File: config.mk
export PLATFORM = sky130hd
export DESIGN_NAME = frame_sync_rx
export DESIGN_NICKNAME = d
export VERILOG_FILES = /design/src/rtl/frame_pkg.sv /design/src/rtl/fas_detector.sv /design/src/rtl/frame_sync_rx.sv
export SDC_FILE = /design/constraint.sdc
export NUM_CORES = 1
export LEC_CHECK = 0
export ABC_AREA = 1
export CAP_MARGIN = 10
export CORE_MARGIN = 4
export CORE_UTILIZATION = 36
export CTS_CLUSTER_SIZE = 14
export DETAILED_ROUTE_END_ITERATION = 6
export DONT_BUFFER_PORTS = 1
export REMOVE_ABC_BUFFERS = 1
export SYNTH_ARGS = -nofsm -noshare
export SYNTH_HDL_FRONTEND = slang
export SYNTH_HIERARCHICAL = 1
export SYNTH_SLANG_ARGS = --single-unit
File: constraint.sdc
create_clock -name i_clk -period 3.5 [get_ports i_clk]
set_clock_uncertainty 0.15 [all_clocks]
set_input_delay 0.35 -clock i_clk [delete_from_list [all_inputs] [get_ports i_clk]]
set_output_delay 0.35 -clock i_clk [all_outputs]
set_load 0.01 [all_outputs]
File: src/rtl/frame_pkg.sv
// Shared frame geometry, FAS bytes and sync state encoding for the rx and tx frame paths.
package frame_pkg;
    typedef logic [1:0]  row_t;
    typedef logic [10:0] col_t;

    localparam int   NUM_ROWS          = 4;
    localparam int   NUM_COLS          = 1041;
    localparam row_t LAST_ROW          = row_t'(NUM_ROWS - 1);
    localparam col_t LAST_COL          = col_t'(NUM_COLS - 1);
    localparam col_t OH_LAST_COL       = 11'd15;
    localparam col_t PAYLOAD_FIRST_COL = OH_LAST_COL + 11'd1;
    localparam col_t FAS_LEN           = 11'd6;

    localparam logic [7:0]  FAS_A       = 8'hF6;
    localparam logic [7:0]  FAS_B       = 8'h28;
    localparam logic [47:0] FAS_PATTERN = {FAS_A, FAS_A, FAS_A, FAS_B, FAS_B, FAS_B};

    typedef enum logic [1:0] {
        HUNT    = 2'd0,
        PRESYNC = 2'd1,
        SYNC    = 2'd2
    } sync_state_e;

    function automatic logic [7:0] fas_byte(input col_t col);
        return (col < 11'd3) ? FAS_A : FAS_B;
    endfunction
endpackage

File: src/rtl/fas_detector.sv
// Six-byte sliding FAS matcher; match flag is combinational on the byte being shifted in.
// Cleared whenever the receiver is not hunting so every hunt starts from an empty window.
module fas_detector
    import frame_pkg::*;
(
    input  logic       i_clk,
    input  logic       i_rst,
    input  logic       i_clr,
    input  logic       i_en,
    input  logic [7:0] i_data,
    output logic       o_match
);
    logic [39:0] sr_q;

    assign o_match = i_en && ({sr_q, i_data} == FAS_PATTERN);

    always_ff @(posedge i_clk) begin
        if (i_rst || i_clr) begin
            sr_q <= '0;
        end else if (i_en) begin
            sr_q <= {sr_q[31:0], i_data};
        end
    end
endmodule

File: src/rtl/frame_sync_rx.sv
// Rx frame synchronizer: FAS hunt/presync/sync, row/col tracking, per-row BIP-8 retransmit request.
// Latency 1 cycle; no backpressure, i_valid=0 cycles hold state. FRAME_SYNC_RX_ERR_CNT_EN adds o_bip_err_cnt.
module frame_sync_rx
    import frame_pkg::*;
#(
    parameter int MISS_LIMIT     = 4,
    parameter int CONFIRM_FRAMES = 1
) (
    input  logic        i_clk,
    input  logic        i_rst,
    input  logic        i_valid,
    input  logic [7:0]  i_data,
    output logic        o_valid,
    output logic [7:0]  o_data,
    output logic [1:0]  o_row_cnt,
    output logic [10:0] o_col_cnt,
    output logic        o_sof,
    output logic        o_locked,
`ifdef FRAME_SYNC_RX_ERR_CNT_EN
    output logic [15:0] o_bip_err_cnt,
`endif
    output logic        o_line_retrans_req
);
    localparam logic [3:0] MISS_TGT    = 4'(MISS_LIMIT);
    localparam logic [2:0] CONFIRM_TGT = 3'(CONFIRM_FRAMES);

    sync_state_e state_q, state_d;
    row_t        row_q, row_d;
    col_t        col_q, col_d;
    logic [7:0]  bip_q, bip_d;
    logic        fas_ok_q, fas_ok_d;
    logic [3:0]  miss_q, miss_d;
    logic [2:0]  confirm_q, confirm_d;
    logic        req_d;
    logic        fas_match;
    logic        fas_cur;

    logic        o_valid_q, o_sof_q, o_locked_q, o_req_q;
    logic [7:0]  o_data_q;
    row_t        o_row_q;
    col_t        o_col_q;

    fas_detector u_fas (
        .i_clk   (i_clk),
        .i_rst   (i_rst),
        .i_clr   (state_q != HUNT),
        .i_en    (i_valid && (state_q == HUNT)),
        .i_data  (i_data),
        .o_match (fas_match)
    );

    // Running AND of the FAS columns seen so far in row 0 of this frame.
    assign fas_cur = ((col_q == '0) || fas_ok_q) && (i_data == fas_byte(col_q));

    always_comb begin
        state_d   = state_q;
        row_d     = row_q;
        col_d     = col_q;
        bip_d     = bip_q;
        fas_ok_d  = fas_ok_q;
        miss_d    = miss_q;
        confirm_d = confirm_q;
        req_d     = 1'b0;
        if (i_valid) begin
            if (state_q == HUNT) begin
                if (fas_match) begin
                    state_d   = PRESYNC;
                    row_d     = '0;
                    col_d     = FAS_LEN;
                    confirm_d = '0;
                end
            end else begin
                if (col_q == LAST_COL) begin
                    col_d = '0;
                    row_d = (row_q == LAST_ROW) ? '0 : row_q + 2'd1;
                end else begin
                    col_d = col_q + 11'd1;
                end

                if (col_q == OH_LAST_COL) begin
                    bip_d = '0;
                end else if (col_q >= PAYLOAD_FIRST_COL && col_q < LAST_COL) begin
                    bip_d = bip_q ^ i_data;
                end else if (col_q == LAST_COL) begin
                    req_d = (state_q == SYNC) && (i_data != bip_q);
                end

                if (row_q == '0 && col_q < FAS_LEN) begin
                    fas_ok_d = fas_cur;
                    if (col_q == FAS_LEN - 11'd1) begin
                        if (state_q == PRESYNC) begin
                            if (fas_cur) begin
                                confirm_d = confirm_q + 3'd1;
                                if (confirm_d == CONFIRM_TGT) begin
                                    state_d = SYNC;
                                    miss_d  = '0;
                                end
                            end else begin
                                state_d = HUNT;
                            end
                        end else if (fas_cur) begin
                            miss_d = '0;
                        end else begin
                            miss_d = miss_q + 4'd1;
                            if (miss_d == MISS_TGT) begin
                                state_d = HUNT;
                            end
                        end
                    end
                end
            end

            if (state_d == HUNT && state_q != HUNT) begin
                row_d     = '0;
                col_d     = '0;
                bip_d     = '0;
                miss_d    = '0;
                confirm_d = '0;
            end
        end
    end

    always_ff @(posedge i_clk) begin
        if (i_rst) begin
            state_q    <= HUNT;
            row_q      <= '0;
            col_q      <= '0;
            bip_q      <= '0;
            fas_ok_q   <= 1'b0;
            miss_q     <= '0;
            confirm_q  <= '0;
            o_valid_q  <= 1'b0;
            o_data_q   <= '0;
            o_row_q    <= '0;
            o_col_q    <= '0;
            o_sof_q    <= 1'b0;
            o_locked_q <= 1'b0;
            o_req_q    <= 1'b0;
        end else begin
            state_q    <= state_d;
            row_q      <= row_d;
            col_q      <= col_d;
            bip_q      <= bip_d;
            fas_ok_q   <= fas_ok_d;
            miss_q     <= miss_d;
            confirm_q  <= confirm_d;
            o_valid_q  <= i_valid;
            o_sof_q    <= i_valid && (state_q != HUNT) && (row_q == '0) && (col_q == '0);
            o_locked_q <= (state_q == SYNC);
            o_req_q    <= req_d;
            if (i_valid) begin
                o_data_q <= i_data;
                o_row_q  <= row_q;
                o_col_q  <= col_q;
            end
        end
    end

`ifdef FRAME_SYNC_RX_ERR_CNT_EN
    logic [15:0] err_cnt_q;
    logic        drop_sync;

    assign drop_sync = (state_q == SYNC) && (state_d == HUNT);

    always_ff @(posedge i_clk) begin
        if (i_rst || drop_sync) begin
            err_cnt_q <= '0;
        end else if (req_d && err_cnt_q != 16'hFFFF) begin
            err_cnt_q <= err_cnt_q + 16'd1;
        end
    end

    assign o_bip_err_cnt = err_cnt_q;
`endif

    assign o_valid            = o_valid_q;
    assign o_data             = o_data_q;
    assign o_row_cnt          = o_row_q;
    assign o_col_cnt          = o_col_q;
    assign o_sof              = o_sof_q;
    assign o_locked           = o_locked_q;
    assign o_line_retrans_req = o_req_q;
endmodule

# Word level (Yosys, flattened, before mapping)
# Index checks and enable logic that the tools add are counted.
# word_totals
out_inout_bits	25
wordCells	113
reg_bits	96
input_bits	11
# classes
mux	39
add_sub_neg	4
n_bitwise	4
n_eq_ne	15
order_cmp	4
n_reduce_logical	32
# op_table
cell	n
== test 48 bit (second input constant)	1
two-way mux 11 bit	4
two-way mux 8 bit	5
two-way mux 4 bit	8
two-way mux 2 bit	15
two-way mux 3 bit	7
nonzero test 3 bit	6
AND reduction 6 bit	2
adder 11 x 1 -> 11 bit (second input constant)	1
== test 11 bit (second input constant)	1
== test 11 x 3 -> 1 bit (second input constant)	1
== test 11 x 4 -> 1 bit (second input constant)	1
greater-or-equal comparator 11 x 5 -> 1 bit (second input constant)	1
zero test 11 bit	1
< comparator 11 bit (second input constant)	1
< comparator 11 x 2 -> 1 bit (second input constant)	1
< comparator 11 x 3 -> 1 bit (second input constant)	1
logical AND 1 bit	10
AND reduction 3 bit	3
== test 8 bit	1
inequality test 8 bit	1
XOR 8 bit	1
zero test 2 bit	3
inequality test 3 x 2 -> 1 bit (second input constant)	2
14 further kinds	20

# Depth between registers and ports, before layout
# depth
ltp_word	14
depth_mapped	18
depth_no_buf	17

# Hierarchy
# Netlist, hierarchy kept.
# by_module_without_submodules
module	area_per_inst_um2	cells_each	n_inst	seq_area_each_um2
frame_sync_rx	2954.1	433	1	1121.1
fas_detector	1539.0	207	1	800.8

# Worst setup path before layout
# OpenSTA, ideal clock, no wires.
# synth_timing
path_type	reg2reg
start	register state_q[1]
end	register col_q[9]
setup_time_ps	116
period_less_slack_ps	2596
t_required_ps	3234
path_stages_with_launch	19
setup_slack_ps	904
n_path_buf	2
t_arrival_ps	2331
cell_sequence	dfxtp_1 -> nor2_1 -> inv_1 -> buf_2 -> nor2_1 -> buf_4 -> nand2_1 -> nor2_1 -> nand3_1 -> nor2_1 -> o21ai_1 -> inv_1 -> nand2_1 -> nor2_1 -> nand2_1 -> nor2_1 -> nand2_1 -> xor2_1 -> nor2_1
# synth_via
elab_cells_between_ends	21
cone_classes	2 x eq/ne; 12 x mux; 7 x reduce/logical
# synth_rtl
item	line	text
start: declaration	frame_sync_rx.sv:27	sync_state_e state_q, state_d;
start signal: assignment	frame_sync_rx.sv:140	state_q <= state_d;
zero test 2 bit *	frame_sync_rx.sv:47	.i_en (i_valid && (state_q == HUNT)),
logical AND 1 bit *	frame_sync_rx.sv:47	
logical AND 1 bit *	fas_detector.sv:15	assign o_match = i_en && ({sr_q, i_data} == FAS_PATTERN);
via fas_match	frame_sync_rx.sv:35	logic fas_match;
two-way mux 2 bit	frame_sync_rx.sv:66	if (fas_match) begin
two-way mux 2 bit	frame_sync_rx.sv:65	if (state_q == HUNT) begin
two-way mux 2 bit	frame_sync_rx.sv:64	if (i_valid) begin
zero test 2 bit	frame_sync_rx.sv:113	if (state_d == HUNT && state_q != HUNT) begin
logical AND 1 bit	frame_sync_rx.sv:113	
inequality test 3 x 2 -> 1 bit (no line)	n/a	
AND reduction 2 bit (no line)	n/a	
end signal: assignment	frame_sync_rx.sv:142	col_q <= col_d;
end: declaration	frame_sync_rx.sv:29	col_t col_q, col_d;
# The timed path passes the listed nets; every way through them passes the cells marked *. The select of a mux whose other input is x is not followed.
# A chain may end at the register's enable or synchronous reset.

# Final worst setup path
# layout_timing
start	register state_q[0]
end	register col_q[9]
# The elaborated chain is that of the path after synthesis.

==> results.cfg <==
[die]
die-area_um2 = 14300
initial_core_util = 0.371
ios = 36
die_height_um = 120
die-width_um = 120
placementRows = 40
core_area_um2 = 12100

[finish]
layout.nets = 658
flow.area_growth_from_synthesis_pct = 10.9
finalInstanceArea_um2 = 4980
n_antenna_cell = 0
post_route_cells_drive_above_1_share = 0.0592

[timing]
fin_crit_sh = 0.819
timing_worst_slew_pin_value_ps = 904
final_report_max_slew_violation_count = 0
post-route-worst-setup-slack_ps = 632
slew-limit-headroom = 0.397
final_min_period_ps = 2870
timing_hold_violations_final = 0
setup_viol = 0
grt_setup_unrepaired = no
maxClockFrequency_ghz = 0.349

[drt]
dr_wl_met3_um = 565
drt-initial-drc-count = 327
drtPass1Iterations = 7
routed_via_density = 4.95
drc = 0
top_layer = met4
postRouteAntennaNets = 0
routed_wire_length_per_instance_um = 14.4
via_count_of_the_routed_design = 4006
routed-wl-met2_um = 5540
met1_length_um = 5190
drt_wl_total_um = 11600

[worst_setup_path]
critPathRequiredTime_ps = 3640
critPathKind = reg -> reg
worstSetupEndpointType = flip-flop
worstSetupStartpointType = flip-flop
path_max_fanout = 14
worst-endpoint-arrival_ps = 3010

[place]
post-dp-hpwl_um = 7720
gp_routability_congestion = 0.834
detailed_place.area_um2 = 4590
dp_worst_setup_slack_ps = 667
placement.io_buffers = 0

[synthesis]
synth.distinct_cells = 31
post-synth-top-area-fraction = 0.428
synth.cell_area_um2 = 4490
post-synth-top-area-cell = dfxtp_1
synthArstFlopShare = 0
number_of_enable_flip_flop_cells_after_synthesis = 0
synth.top_cells.by_area = dfxtp_1 (43%), nand2_1 (11%), a21oi_1 (8.8%), nor2_1 (8.5%), o21ai_0 (5.5%)
postSynthRegisterBits = 96
ys_warn_count = 6
syn-instance-count = 640
synth-main-ff-cell = dfxtp_1
synthesis.area_per_instance_um2 = 7.02
yosysSeqAreaShare = 0.428

[global_routing]
first_global_vias = 3916
grt_first_pass_wirelength_um = 19600
number_of_antenna_violations_at_the_first_check_in_global_routing = 0
grt_max_degree = 49
global_route.usage.total = 0.173
grt_overflow_total = 0

[power]
leak_pwr_nw = 2.00
cellPowerDensity_nw_per_um2 = 491
ir_drop_v = 0.000311

[clock_network]
cts.reportedPaths.clkPinSlew_ps = 70
root_driver = clkbuf_16
cts_made_buffers = 9
max-clock-path-buffers = 2
clkSinkCount = 96
clock_insertion_delay_worst_skew_ps = 360
htree_num_levels = 3
tritoncts_clock_tree = yes

[run]
max-cap-violations = 0

[outcome]
outcome = finished, final reports clean

[hold_path]
worst_hold_path_type = in -> reg
[synth_stat cells, types with 6 or more instances]
master / n
nor2_1: 102
nand2_1: 133
a21oi_1: 79
dfxtp_1: 96
nor3_1: 7
clkbuf_1: 11
buf_2: 12
nand4_1: 11
o21ai_0: 49
xor2_1: 6
xnor2_1: 10
nand3_1: 24
inv_1: 58
ha_1: 9
[repair_timing]
action	CTS	global route
resized for setup	0	0
hold buffers	9	0
endpoints found under the hold margin	33	0
buffers inserted	0	0
[per-layer routing]
| layer | vias up | GRT usage |
|---|---|---|
| met5 | - | 0 |
| met1 | 1836 | 0.205 |
| met2 | 83 | 0.288 |
| met3 | 26 | 0.0547 |
| li1 | 2061 | - |
| met4 | 0 | 0.0730 |
[cell type report]
| type | instances | area, µm² |
|---|---|---|
| fillers | 1285 | 7130 |
| flip-flops and latches | 96 | 1920 |
| clock buffers | 9 | 225 |
| multi-input cells | 455 | 2190 |
| inverters | 61 | 229 |
| clock inverters | 6 | 73.8 |
| well taps | 168 | 210 |
| repair buffers | 15 | 135 |
[power breakdown]
part           total (mW)  switching [mW]  leakage, nW  internal, mW
Sequential           1.19          0.0417        0.784          1.14
Combinational       0.251           0.170         1.07        0.0816
Clock                1.01           0.448        0.147         0.561
[cells in the final DEF, fill, tap and decap left out, types with 7 or more instances in the layout]
master / netlist / routed
nand3_1: 24 / 24
a21oi_1: 79 / 79
inv_1: 58 / 58
ha_1: 9 / 9
dlygate4sd3_1: 0 / 9
nor2_1: 102 / 101
o21ai_0: 49 / 49
nor3_1: 7 / 7
nand4_1: 11 / 11
nand2_1: 133 / 133
dfxtp_1: 96 / 96
xnor2_1: 10 / 10
clkbuf_16: 0 / 9
[sequential cells by signal, summed over array words and instances, names as in the netlist, 2 cells and up]
| name | cells |
|---|---|
| state_q | 2 |
| miss_q | 4 |
| u_fas/sr_q | 40 |
| o_data | 8 |
| confirm_q | 3 |
| bip_q | 8 |
| col_q | 11 |
| row_q | 2 |
| o_row_cnt | 2 |
| o_col_cnt | 11 |
[worst max-delay path, cell delays in order, from the launching register on]
cell	delay, ps
dfxtp_1	350
nor2_1	260
inv_1	270
nor2_2	160
nand2_1	80
nor2_1	110
nand3_1	80
nor2_1	110
o21ai_1	210
inv_1	100
buf_4	190
nand2_1	80
nor2_1	160
nand2_1	70
nor2_1	120
nand2_1	80
xor2_1	140
nor2_1	90
[worst paths after layout]
check / startpoint / to / slack, ps / cells after the start
max: state_q[0] / col_q[9] / 630 / 17
min: i_data[0] / o_data[0] / 20 / 2
max reg2reg: state_q[0] / col_q[9] / 630 / 17
min reg2reg: u_fas/sr_q[38] / u_fas/sr_q[38] / 320 / 2
[kinds of logic (layout without fill, tap and decap cells)]
family | after synthesis | count (layout) | share of synthesized area
fa+ha+maj | 9 | 9 | 0.0251
compound gates | 135 | 135 | 0.152
flops | 96 | 96 | 0.428
buf+inv | 89 | 91 | 0.0860
xor+xnor | 16 | 16 | 0.0312
simple gates | 295 | 295 | 0.278
[metrics by stage]
step | hold WS [ps] | std cells | util | total power [mW] | setup TNS (ps)
floorplan | 269 | 612 | - | 1.38 | -2650
detailed placement | 275 | 786 | 0.379 | 1.44 | 0
global route | 11.6 | 810 | 0.411 | 2.57 | 0
global placement | 273 | 786 | 0.379 | 1.44 | 0
finish | 20.7 | 810 | 0.411 | 2.45 | 0
CTS | 5.53 | 810 | 0.411 | 2.48 | 0
Power figures use the tool's default switching activity.
